`src/rtl/uart_pkg.sv`:
```
// rtl/uart_pkg.sv - shared defaults and divisor types for the UART baud generator
package uart_pkg;

  localparam int UART_DIV_W    = 16;
  localparam int UART_FRAC_W   = 4;
  localparam int UART_OVS      = 16;
  localparam int UART_DIV_RST  = 325;
  localparam int UART_FRAC_RST = 8;
  localparam int UART_DIV_MIN  = 2;

  typedef logic [UART_DIV_W-1:0]  div_int_t;
  typedef logic [UART_FRAC_W-1:0] div_frac_t;

endpackage

```
`src/rtl/uart_frac_prescaler.sv`:
```
// rtl/uart_frac_prescaler.sv - fractional prescaler producing os_tick, with shadowed divisor
module uart_frac_prescaler
  import uart_pkg::*;
#(
  parameter int DIV_W    = UART_DIV_W,
  parameter int FRAC_W   = UART_FRAC_W,
  parameter int DIV_RST  = UART_DIV_RST,
  parameter int FRAC_RST = UART_FRAC_RST
) (
  input  logic              clk_in,
  input  logic              rst_in,
  input  logic              en,
  input  logic [DIV_W-1:0]  div_int,
  input  logic [FRAC_W-1:0] div_frac,
  input  logic              div_load,
  output logic              div_pend,
  output logic              os_tick
);

  localparam int CW = DIV_W + 1;
  localparam int AW = FRAC_W + 1;

  logic [DIV_W-1:0]  cnt;
  logic [DIV_W-1:0]  div_int_act;
  logic [DIV_W-1:0]  div_int_sh;
  logic [FRAC_W-1:0] div_frac_act;
  logic [FRAC_W-1:0] div_frac_sh;
  logic [FRAC_W-1:0] acc;
  logic              carry;

  logic [DIV_W-1:0]  div_eff;
  logic [CW-1:0]     lim_m1;
  logic [AW-1:0]     acc_sum;
  logic              boundary;
  logic              apply;

  // Period length is the clamped integer divisor plus the carry left by the previous period.
  always_comb begin
    div_eff  = (div_int_act < DIV_W'(UART_DIV_MIN)) ? DIV_W'(UART_DIV_MIN) : div_int_act;
    lim_m1   = {1'b0, div_eff} + CW'(carry) - CW'(1);
    boundary = en && ({1'b0, cnt} == lim_m1);
    acc_sum  = {1'b0, acc} + {1'b0, div_frac_act};
    apply    = div_pend && (!en || boundary);
  end

  always_ff @(posedge clk_in) begin
    if (rst_in) begin
      cnt          <= '0;
      acc          <= '0;
      carry        <= 1'b0;
      os_tick      <= 1'b0;
      div_pend     <= 1'b0;
      div_int_act  <= DIV_W'(DIV_RST);
      div_frac_act <= FRAC_W'(FRAC_RST);
      div_int_sh   <= DIV_W'(DIV_RST);
      div_frac_sh  <= FRAC_W'(FRAC_RST);
    end else begin
      if (!en) begin
        cnt     <= '0;
        acc     <= '0;
        carry   <= 1'b0;
        os_tick <= 1'b0;
      end else if (boundary) begin
        cnt            <= '0;
        {carry, acc}   <= acc_sum;
        os_tick        <= 1'b1;
      end else begin
        cnt     <= cnt + DIV_W'(1);
        os_tick <= 1'b0;
      end

      // A load landing on the apply edge is kept pending for the following boundary.
      if (apply) begin
        div_int_act  <= div_int_sh;
        div_frac_act <= div_frac_sh;
      end
      if (div_load) begin
        div_int_sh  <= div_int;
        div_frac_sh <= div_frac;
        div_pend    <= 1'b1;
      end else if (apply) begin
        div_pend <= 1'b0;
      end
    end
  end

endmodule

```
`src/rtl/uart_baud_gen.sv`:
```
// rtl/uart_baud_gen.sv - UART baud generator: shared prescaler, TX/RX phase counters, tick decode
module uart_baud_gen
  import uart_pkg::*;
#(
  parameter int DIV_W    = UART_DIV_W,
  parameter int FRAC_W   = UART_FRAC_W,
  parameter int OVS      = UART_OVS,
  parameter int DIV_RST  = UART_DIV_RST,
  parameter int FRAC_RST = UART_FRAC_RST
) (
  input  logic              clk_in,
  input  logic              rst_in,
  input  logic              en,
  input  logic [DIV_W-1:0]  div_int,
  input  logic [FRAC_W-1:0] div_frac,
  input  logic              div_load,
  output logic              div_pend,
  input  logic              rx_sync,
  output logic              os_tick,
  output logic              tx_tick,
  output logic              rx_tick
);

  localparam int PH_W = $clog2(OVS);

  logic [PH_W-1:0] tx_ph;
  logic [PH_W-1:0] rx_ph;

  uart_frac_prescaler #(
    .DIV_W    (DIV_W),
    .FRAC_W   (FRAC_W),
    .DIV_RST  (DIV_RST),
    .FRAC_RST (FRAC_RST)
  ) u_prescaler (
    .clk_in   (clk_in),
    .rst_in   (rst_in),
    .en       (en),
    .div_int  (div_int),
    .div_frac (div_frac),
    .div_load (div_load),
    .div_pend (div_pend),
    .os_tick  (os_tick)
  );

  always_ff @(posedge clk_in) begin
    if (rst_in || !en) begin
      tx_ph <= '0;
      rx_ph <= '0;
    end else begin
      if (os_tick) begin
        tx_ph <= (tx_ph == PH_W'(OVS-1)) ? '0 : tx_ph + PH_W'(1);
      end
      // Start-edge resync beats a coincident os_tick so the RX bit restarts cleanly.
      if (rx_sync) begin
        rx_ph <= '0;
      end else if (os_tick) begin
        rx_ph <= (rx_ph == PH_W'(OVS-1)) ? '0 : rx_ph + PH_W'(1);
      end
    end
  end

  assign tx_tick = os_tick && (tx_ph == PH_W'(OVS-1));
  assign rx_tick = os_tick && !rx_sync && (rx_ph == PH_W'(OVS/2-1));

endmodule

```
`config.mk`:
```
export PLATFORM = sky130hd
export DESIGN_NAME = uart_baud_gen
export DESIGN_NICKNAME = d
export VERILOG_FILES = /design/src/rtl/uart_pkg.sv /design/src/rtl/uart_frac_prescaler.sv /design/src/rtl/uart_baud_gen.sv
export SDC_FILE = /design/constraint.sdc
export NUM_CORES = 1
export LEC_CHECK = 0
export CAP_MARGIN = 20
export CORE_ASPECT_RATIO = 0.8
export CORE_MARGIN = 2
export CORE_UTILIZATION = 41
export DETAILED_ROUTE_END_ITERATION = 8
export HOLD_SLACK_MARGIN = 0.08
export PLACE_DENSITY = 0.7
export SYNTH_ARGS = -nofsm -noshare
export SYNTH_HDL_FRONTEND = slang
export SYNTH_SLANG_ARGS = --single-unit
```
`constraint.sdc`:
```
create_clock -name clk_in -period 4.7 [get_ports clk_in]
set_input_delay 1.41 -clock clk_in [delete_from_list [all_inputs] [get_ports clk_in]]
set_output_delay 1.41 -clock clk_in [all_outputs]
set_load 0.05 [all_outputs]
```
==> run summary, run 1 <==
====================================================================================================
Status                                                                                  finished, final reports clean
Clock Path Buffers                                                                                 2
Antenna Diode Count                                                                                0
Most repeated cell in the gate-level netlist after synthesis                            sky130_fd_sc_hd__dfxtp_1
Clock sinks                                                                                       71
Number of enable-type register cells in the synthesized netlist                                    0
Async set or reset register ratio after synthesis                                                  0
Fin Clk Skew                                                                              0.00584 ns
Total die area                                                                             9940 um^2
Min-delay worst type                                                                         reg2reg
Number of buffers inserted to repair setup after CTS                                               0
RSZ-0062 raised after global routing                                                              no
Combined area of the multi-input logic cells                                               2170 um^2
Routed wirelength normalized by instance count                                               13.2 um
Ys flop type                                                                            sky130_fd_sc_hd__dfxtp_1
Critical path launch point                                                              u_prescaler.div_int_act[3]$_SDFFE_PP0P_
Number of input and output port buffers inserted                                                  28
Die width                                                                                     111 um
Post-synth cell types                                                                             52
Max rail drop VDD                                                                           0.229 mV
Root buffer cell                                                                        sky130_fd_sc_hd__clkbuf_16
Number of rows in the core area                                                                   31
Worst-path cell chain                                                                   nor4_4 > nand4_1 > nand2_1 > ha_1 > ha_1 > nor3b_1 > nand4_1 > xnor2_1 > nand3_1 > nor3_1 > o2111ai_4 > a21boi_2 > buf_4 > mux2i_1
Clock-pin slew reported for the worst setup and hold paths after clock tree synthesis        0.05 ns
Critical register-to-register path endpoint                                             u_prescaler.div_int_act[0]$_SDFFE_PP1P_
Post-cts sizing count                                                                              0
Reg2Reg Launch Point                                                                    u_prescaler.div_int_act[3]$_SDFFE_PP0P_
Flops & latches, synth                                                                            71
Syn Area/Cell                                                                              9.45 um^2
Core area                                                                                  8960 um^2
Max-capacitance violation count                                                                    0
Via Count                                                                                       2766
Fillers                                                                                          811
Category of the critical setup timing path                                                   reg2reg
Wire length after detailed routing                                                           7130 um
Share of final-layout standard cells stronger than drive strength 1                           0.0991
Portion of synthesized cell area occupied by the leading cell type                             0.379
Die height                                                                                   89.6 um
Global routing usage summed across all routing layers                                          0.149
Post-route insts no fill                                                                         539
Reg-to-reg setup timing slack                                                                0.68 ns
Routed vias/inst                                                                                5.13
Hold buffers post-CTS                                                                              0
Number of detailed-route iterations in the first pass                                              4
Tightest slew margin relative to the limit                                                     0.590
Sequential cell area                                                                       1420 um^2
Measured slew at the worst slew-check pin                                                   0.613 ns
Synth Net Count                                                                                  432
FF-to-FF path depth                                                                               14
Most used standard cells in the synthesized netlist                                     sky130_fd_sc_hd__dfxtp_1, sky130_fd_sc_hd__nor2_1, sky130_fd_sc_hd__mux2i_1, sky130_fd_sc_hd__nand2b_1, sky130_fd_sc_hd__xnor2_1
Number of antenna violations at the first check in global routing                                  0
Setup crit start kind                                                                       register
Via count of the first global-routing pass                                                      2548
End point of the critical path                                                          u_prescaler.div_int_act[0]$_SDFFE_PP1P_
Final setup TNS                                                                                 0 ns
Dominant cells by area after synthesis                                                  sky130_fd_sc_hd__dfxtp_1, sky130_fd_sc_hd__mux2i_1, sky130_fd_sc_hd__nand2b_1
Count of endpoints failing hold in the final timing report                                         0
Global-route wire length before repair                                                      11900 um
Proportion of synthesized chip area in sequential cells                                        0.379
Worst path required time                                                                     4.95 ns
Maximum number of pins on one net before global-route repair                                      62
Arrival time of data at the critical path endpoint                                           4.27 ns
Final period utilization                                                                       0.856
Longest individual stage delay on the worst path                                             0.48 ns
Cell with the biggest individual delay on the critical path                             sky130_fd_sc_hd__nor4_4
Area Overhead vs Synth                                                                         18.1%
Leading area contributor after synthesis                                                sky130_fd_sc_hd__dfxtp_1
CTS buffer count                                                                                   9
# setup viols final                                                                                0
Count of yosys warnings during synthesis                                                           0
Clock latency on the worst-skew pair                                                         0.33 ns
Initial Utilization                                                                            0.419
H-tree levels                                                                                      3
Maximum operating frequency                                                                0.249 GHz
Static leakage power                                                                         1.54 nW
Netlist area before placement                                                              3750 um^2
Pins over their slew limit                                                                         0
Worst-path maximum fanout                                                                         20
HPWL after detailed placement                                                                5070 um
TritonCTS clock tree                                                                            done
Nature of the critical path endpoint                                                        register
GR Overflow Total                                                                                  0
Number of placed I/O pins                                                                         29
Number of DRC markers after the initial detailed-route iteration                                 139
Minimum clock period after layout                                                            4.02 ns
Power per standard cell area                                                             340 nW/um^2
Residual DRC                                                                                       0
Cell total after placement                                                                       523
Final layout net count                                                                           454
Number of cells produced by synthesis                                                            397
Gpl congestion                                                                                 0.828
Post-detailed-route count of antenna-violating nets                                                0
====================================================================================================
-- state kept, by name, summed over array words and instances (netlist names) --
| name | count |
|---|---|
| u_prescaler.carry | 1 |
| u_prescaler.acc | 4 |
| u_prescaler.os_tick | 1 |
| tx_ph | 4 |
| rx_ph | 4 |
| u_prescaler.div_frac_act | 4 |
| u_prescaler.div_int_sh | 16 |
| u_prescaler.cnt | 16 |
| u_prescaler.div_frac_sh | 4 |
| u_prescaler.div_pend | 1 |
| u_prescaler.div_int_act | 16 |
-- worst max-delay path, delay by kind of cell, from the launching register on --
family                   cells  cell delay (ns)
flip-flops                   1             0.39
XOR/XNOR                     1             0.24
adder cells (fa/ha/maj)      2             0.37
AO/OA/AOI/OAI                2             0.47
multiplexers                 1             0.24
buffers and inverters        1             0.33
AND/OR/NAND/NOR              7             1.89
-- power breakdown --
| part | leakage [nW] | total, mW | switching, mW | internal [mW] |
|---|---|---|---|---|
| registers | 0.578 | 0.631 | 0.0133 | 0.618 |
| clock network | 0.168 | 0.779 | 0.256 | 0.523 |
| logic | 0.794 | 0.0961 | 0.0446 | 0.0515 |
-- layer usage --
metal,part of all wire,vias to the layer above,global-route usage
met5,0,-,0
met4,0.013,0,0.0443
met3,0.039,10,0.0481
met2,0.44,50,0.244
met1,0.51,1287,0.191
li1,-,1419,-
-- cell usage in the layout, fill, tap and decap left out, types with 2 or more instances in the layout --
cell type	instances
sky130_fd_sc_hd__dfxtp_1	71
sky130_fd_sc_hd__nor2_1	51
sky130_fd_sc_hd__mux2i_1	40
sky130_fd_sc_hd__nand2b_1	33
sky130_fd_sc_hd__clkdlybuf4s50_1	27
sky130_fd_sc_hd__xnor2_1	23
sky130_fd_sc_hd__nand2_1	18
sky130_fd_sc_hd__nor3_1	12
sky130_fd_sc_hd__xor2_1	11
sky130_fd_sc_hd__inv_1	10
sky130_fd_sc_hd__nand3_1	9
sky130_fd_sc_hd__ha_1	9
sky130_fd_sc_hd__clkbuf_16	9
sky130_fd_sc_hd__nor2b_1	8
sky130_fd_sc_hd__a211o_1	8
sky130_fd_sc_hd__a21oi_1	8
sky130_fd_sc_hd__nor2_4	8
sky130_fd_sc_hd__nand4_1	5
sky130_fd_sc_hd__nor4_4	4
sky130_fd_sc_hd__nor3b_1	4
sky130_fd_sc_hd__buf_4	4
sky130_fd_sc_hd__nor4b_1	3
sky130_fd_sc_hd__and4_1	3
sky130_fd_sc_hd__o21ai_0	3
sky130_fd_sc_hd__and3_1	3
sky130_fd_sc_hd__a311oi_1	3
sky130_fd_sc_hd__bufinv_16	3
sky130_fd_sc_hd__nor4_1	2
sky130_fd_sc_hd__a31oi_1	2
sky130_fd_sc_hd__nor2_2	2
sky130_fd_sc_hd__a211oi_1	2
sky130_fd_sc_hd__a41oi_1	2
sky130_fd_sc_hd__inv_6	2
-- through the flow --
step	power [mW]	setup WS [ns]	hold WS (ns)	area (um^2)	utilization
final	1.51	0.679	0.472	4430	0.494
after global routing	1.56	0.276	0.477	4430	0.494
after CTS	1.52	0.645	0.469	4430	0.494
after detailed placement	0.740	0.706	0.454	4090	0.456
after global placement	0.737	0.844	0.444	4070	0.454
after floorplan	0.709	0.245	0.436	3750	-
-- kinds of logic after synthesis --
group / count (synthesis) / synth area share
AO/OA/AOI/OAI: 38 / 0.0834
XOR/XNOR: 34 / 0.0794
adder cells (fa/ha/maj): 10 / 0.0353
buffers and inverters: 31 / 0.0437
flip-flops: 71 / 0.379
multiplexers: 41 / 0.110
AND/OR/NAND/NOR: 172 / 0.270
-- area by class of cell --
class / count / area share
Multi-Input combinational cell: 295 / 0.489
Sequential cell: 71 / 0.321
Timing Repair Buffer: 32 / 0.0712
Clock buffer: 10 / 0.0517
Tap cell: 115 / 0.0325
Clock inverter: 6 / 0.0263
Inverter: 10 / 0.00847
-- worst min-delay path by stage --
stage	depth (start not counted)	slack, ns	end	from
after floorplan	2	0.44	u_prescaler.acc[2]$_SDFFE_PP0P_	u_prescaler.acc[2]$_SDFFE_PP0P_
after global placement	2	0.44	u_prescaler.acc[2]$_SDFFE_PP0P_	u_prescaler.acc[2]$_SDFFE_PP0P_
after detailed placement	2	0.45	u_prescaler.acc[3]$_SDFFE_PP0P_	u_prescaler.acc[3]$_SDFFE_PP0P_
after CTS	2	0.47	u_prescaler.acc[2]$_SDFFE_PP0P_	u_prescaler.acc[2]$_SDFFE_PP0P_
after global routing	2	0.48	u_prescaler.acc[2]$_SDFFE_PP0P_	u_prescaler.acc[2]$_SDFFE_PP0P_
final	2	0.47	u_prescaler.acc[2]$_SDFFE_PP0P_	u_prescaler.acc[2]$_SDFFE_PP0P_
Note: power is estimated with default switching activity, not from simulation.
==> inputs of run 2 (changes only) <==
Settings changed: CORE_UTILIZATION 41 to 55, PLACE_DENSITY 0.7 to 0.87.
==> run 2 against run 1 <==
  * Hold slack got worse by 0.0095 ns
  * Clock-buffer cell count unchanged
  * Cell count shrank 5.9%
  * Cell area is 4.5% lower
  * Utilization rose by 16 points
  * Via count up 0.18%
  * Die area fell by 24%
==> run summary, run 2 (synthesized netlist as in run 1, its figures left out) <==
====================================================================================================
Status                                                                                  finished, final reports clean   unchanged
Nature of the critical path endpoint                                                        register   unchanged
Via Count                                                                                       2771   was 2766
RSZ-0062 raised after global routing                                                              no   unchanged
Setup slack of the critical path after layout                                               0.643 ns   was 0.679 ns
Residual DRC                                                                                       0   unchanged
H-tree levels                                                                                      3   unchanged
Root buffer cell                                                                        sky130_fd_sc_hd__clkbuf_8   was sky130_fd_sc_hd__clkbuf_16
Power per standard cell area                                                             274 nW/um^2   was 340 nW/um^2
Number of antenna violations at the first check in global routing                                  0   unchanged
Worst-path cell chain                                                                   nor4_4 > nand4_1 > nand2_1 > ha_1 > or4b_4 > a211o_1 > a21boi_1 > xnor2_1 > nor3_1 > o2111ai_4 > a21boi_2 > buf_4 > mux2i_1   was nor4_4 > nand4_1 > nand2_1 > ha_1 > ha_1 > nor3b_1 > nand4_1 > xnor2_1 > nand3_1 > nor3_1 > o2111ai_4 > a21boi_2 > buf_4 > mux2i_1
Number of rows in the core area                                                                   26   was 31
Clock-pin slew reported for the worst setup and hold paths after clock tree synthesis        0.07 ns   was 0.05 ns
Number of input and output port buffers inserted                                                  28   unchanged
Core area                                                                                  6510 um^2   was 8960 um^2
Critical register-to-register path endpoint                                             u_prescaler.div_int_act[8]$_SDFFE_PP1P_   was u_prescaler.div_int_act[0]$_SDFFE_PP1P_
Reg2Reg Launch Point                                                                    u_prescaler.div_int_act[3]$_SDFFE_PP0P_   unchanged
Pins over their slew limit                                                                         0   unchanged
Final period utilization                                                                       0.863   was 0.856
Number of buffers inserted to repair setup after CTS                                               0   unchanged
Post-cts sizing count                                                                              0   unchanged
Area Overhead vs Synth                                                                         12.7%   was 18.1%
Routed wirelength normalized by instance count                                               14.0 um   was 13.2 um
Measured slew at the worst slew-check pin                                                   0.589 ns   was 0.613 ns
# setup viols final                                                                                0   unchanged
Wire length after detailed routing                                                           7080 um   was 7130 um
Clock Path Buffers                                                                                 2   unchanged
Max rail drop VDD                                                                           0.254 mV   was 0.229 mV
Arrival time of data at the critical path endpoint                                           4.33 ns   was 4.27 ns
Clock sinks                                                                                       71   unchanged
Setup crit start kind                                                                       register   unchanged
Count of endpoints failing hold in the final timing report                                         0   unchanged
Gpl congestion                                                                                 0.984   was 0.828
Min-delay worst type                                                                         reg2reg   unchanged
Via count of the first global-routing pass                                                      2741   was 2548
Die height                                                                                   77.9 um   was 89.6 um
Maximum number of pins on one net before global-route repair                                      62   unchanged
Minimum clock period after layout                                                            4.06 ns   was 4.02 ns
Met1 Routed Length                                                                           3550 um   was 3630 um
Share of final-layout standard cells stronger than drive strength 1                           0.0993   was 0.0991
Most common library cell in the layout ignoring fill and taps                           sky130_fd_sc_hd__dfxtp_1   unchanged
Worst-case hold slack                                                                       0.462 ns   was 0.472 ns
Total die area                                                                             7500 um^2   was 9940 um^2
Maximum operating frequency                                                                0.247 GHz   was 0.249 GHz
Max-capacitance violation count                                                                    0   unchanged
Static leakage power                                                                         1.46 nW   was 1.54 nW
Final setup TNS                                                                                 0 ns   unchanged
Hold buffers post-CTS                                                                              0   unchanged
Longest individual stage delay on the worst path                                             0.52 ns   was 0.48 ns
Final layout net count                                                                           454   unchanged
Sum of met2 wire segment lengths after detailed routing                                      3200 um   was 3130 um
Worst slack, placed                                                                         0.700 ns   was 0.706 ns
Hold Startpoint                                                                         u_prescaler.acc[2]$_SDFFE_PP0P_   unchanged
Number of placed I/O pins                                                                         29   unchanged
TritonCTS clock tree                                                                            done   unchanged
Highest Signal Layer                                                                            met4   unchanged
Number of detailed-route iterations in the first pass                                              4   unchanged
Routed wire length on met3                                                                    221 um   was 276 um
Fin Clk Skew                                                                              0.00955 ns   was 0.00584 ns
Clock latency on the worst-skew pair                                                         0.35 ns   was 0.33 ns
Reg-to-reg setup timing slack                                                                0.64 ns   was 0.68 ns
Category of the critical setup timing path                                                   reg2reg   unchanged
Initial Utilization                                                                            0.577   was 0.419
Leading cell types in the layout, fill and taps excluded                                sky130_fd_sc_hd__dfxtp_1, sky130_fd_sc_hd__nor2_1, sky130_fd_sc_hd__mux2i_1, sky130_fd_sc_hd__nand2b_1, sky130_fd_sc_hd__clkdlybuf4s50_1   unchanged
Worst-path maximum fanout                                                                         20   unchanged
Min-Delay Endpoint                                                                      u_prescaler.acc[2]$_SDFFE_PP0P_   unchanged
FF-to-FF path depth                                                                               13   was 14
Hold Crit Depth                                                                                    2   unchanged
Post-detailed-route count of antenna-violating nets                                                0   unchanged
Worst path required time                                                                     4.97 ns   was 4.95 ns
HPWL after detailed placement                                                                5130 um   was 5070 um
Global-route wire length before repair                                                      12600 um   was 11900 um
Number of DRC markers after the initial detailed-route iteration                                 115   was 139
Routed vias/inst                                                                                5.47   was 5.13
Die width                                                                                    96.3 um   was 111 um
Global routing usage summed across all routing layers                                          0.214   was 0.149
CTS buffer count                                                                                   9   unchanged
Tightest slew margin relative to the limit                                                     0.607   was 0.590
GR Overflow Total                                                                                  0   unchanged
Antenna Diode Count                                                                                0   unchanged
Cell with the biggest individual delay on the critical path                             sky130_fd_sc_hd__or4b_4   was sky130_fd_sc_hd__nor4_4
Registers with the most flip-flops                                                      u_prescaler.cnt x16, u_prescaler.div_int_act x16, u_prescaler.div_int_sh x16   unchanged
====================================================================================================
run 2: changes by cell type in the layout (fill, tap and decap cells not counted), sizes merged:
| cell | change |
|---|---|
| inv | -1 |
| clkinvlp | +2 |
| clkinv | +1 |
| bufinv | -3 |
run 2: cell type report:
type                    count  area (um^2)
well taps                  84          105
multi-input cells         295         2170
clock inverters             5         33.8
fillers                   550         2280
clock buffers              10          138
flip-flops and latches     71         1420
repair buffers             32          328
inverters                  10         37.5
run 2: power by group:
| part | switching, mW | leakage [nW] | internal [mW] | total (mW) |
|---|---|---|---|---|
| Combinational | 0.0453 | 0.799 | 0.0527 | 0.0979 |
| Sequential | 0.0135 | 0.578 | 0.617 | 0.630 |
| Clock | 0.229 | 0.0845 | 0.203 | 0.432 |
run 2: worst max path at each step:
stage | startpoint | end | slack [ns] | depth (start not counted)
detailed placement | u_prescaler.div_int_act[3]$_SDFFE_PP0P_ | u_prescaler.div_int_act[8]$_SDFFE_PP1P_ | 0.70 | 13
global route | u_prescaler.div_int_act[3]$_SDFFE_PP0P_ | u_prescaler.div_int_act[9]$_SDFFE_PP0P_ | 0.20 | 14
global placement | rx_sync | rx_tick | 0.86 | 3
floorplan | rx_sync | rx_tick | 0.24 | 1
finish | u_prescaler.div_int_act[3]$_SDFFE_PP0P_ | u_prescaler.div_int_act[8]$_SDFFE_PP1P_ | 0.64 | 13
CTS | u_prescaler.div_int_act[3]$_SDFFE_PP0P_ | u_prescaler.div_int_act[8]$_SDFFE_PP1P_ | 0.67 | 13
run 2: layer usage:
| layer | vias to the layer above | track usage |
|---|---|---|
| met5 | - | 0 |
| met3 | 12 | 0.0515 |
| met1 | 1292 | 0.288 |
| li1 | 1413 | - |
| met4 | 0 | 0.0761 |
| met2 | 54 | 0.335 |
run 2: worst max-delay path: cells and delay by family (launching register included):
kind | cells | cell delay [ns]
multiplexers | 1 | 0.22
AO/OA/AOI/OAI | 4 | 0.95
XOR/XNOR | 1 | 0.15
AND/OR/NAND/NOR | 5 | 1.73
flip-flops | 1 | 0.40
adder cells (fa/ha/maj) | 1 | 0.19
buffers and inverters | 1 | 0.33
run 2: per-stage QoR:
stage	cell area, um^2	total power [mW]	utilization	cells
floorplan	3750	0.709	-	397
global placement	4030	0.736	0.620	491
detailed placement	4060	0.742	0.624	492
CTS	4230	1.17	0.650	507
global route	4230	1.21	0.650	507
finish	4230	1.16	0.650	507
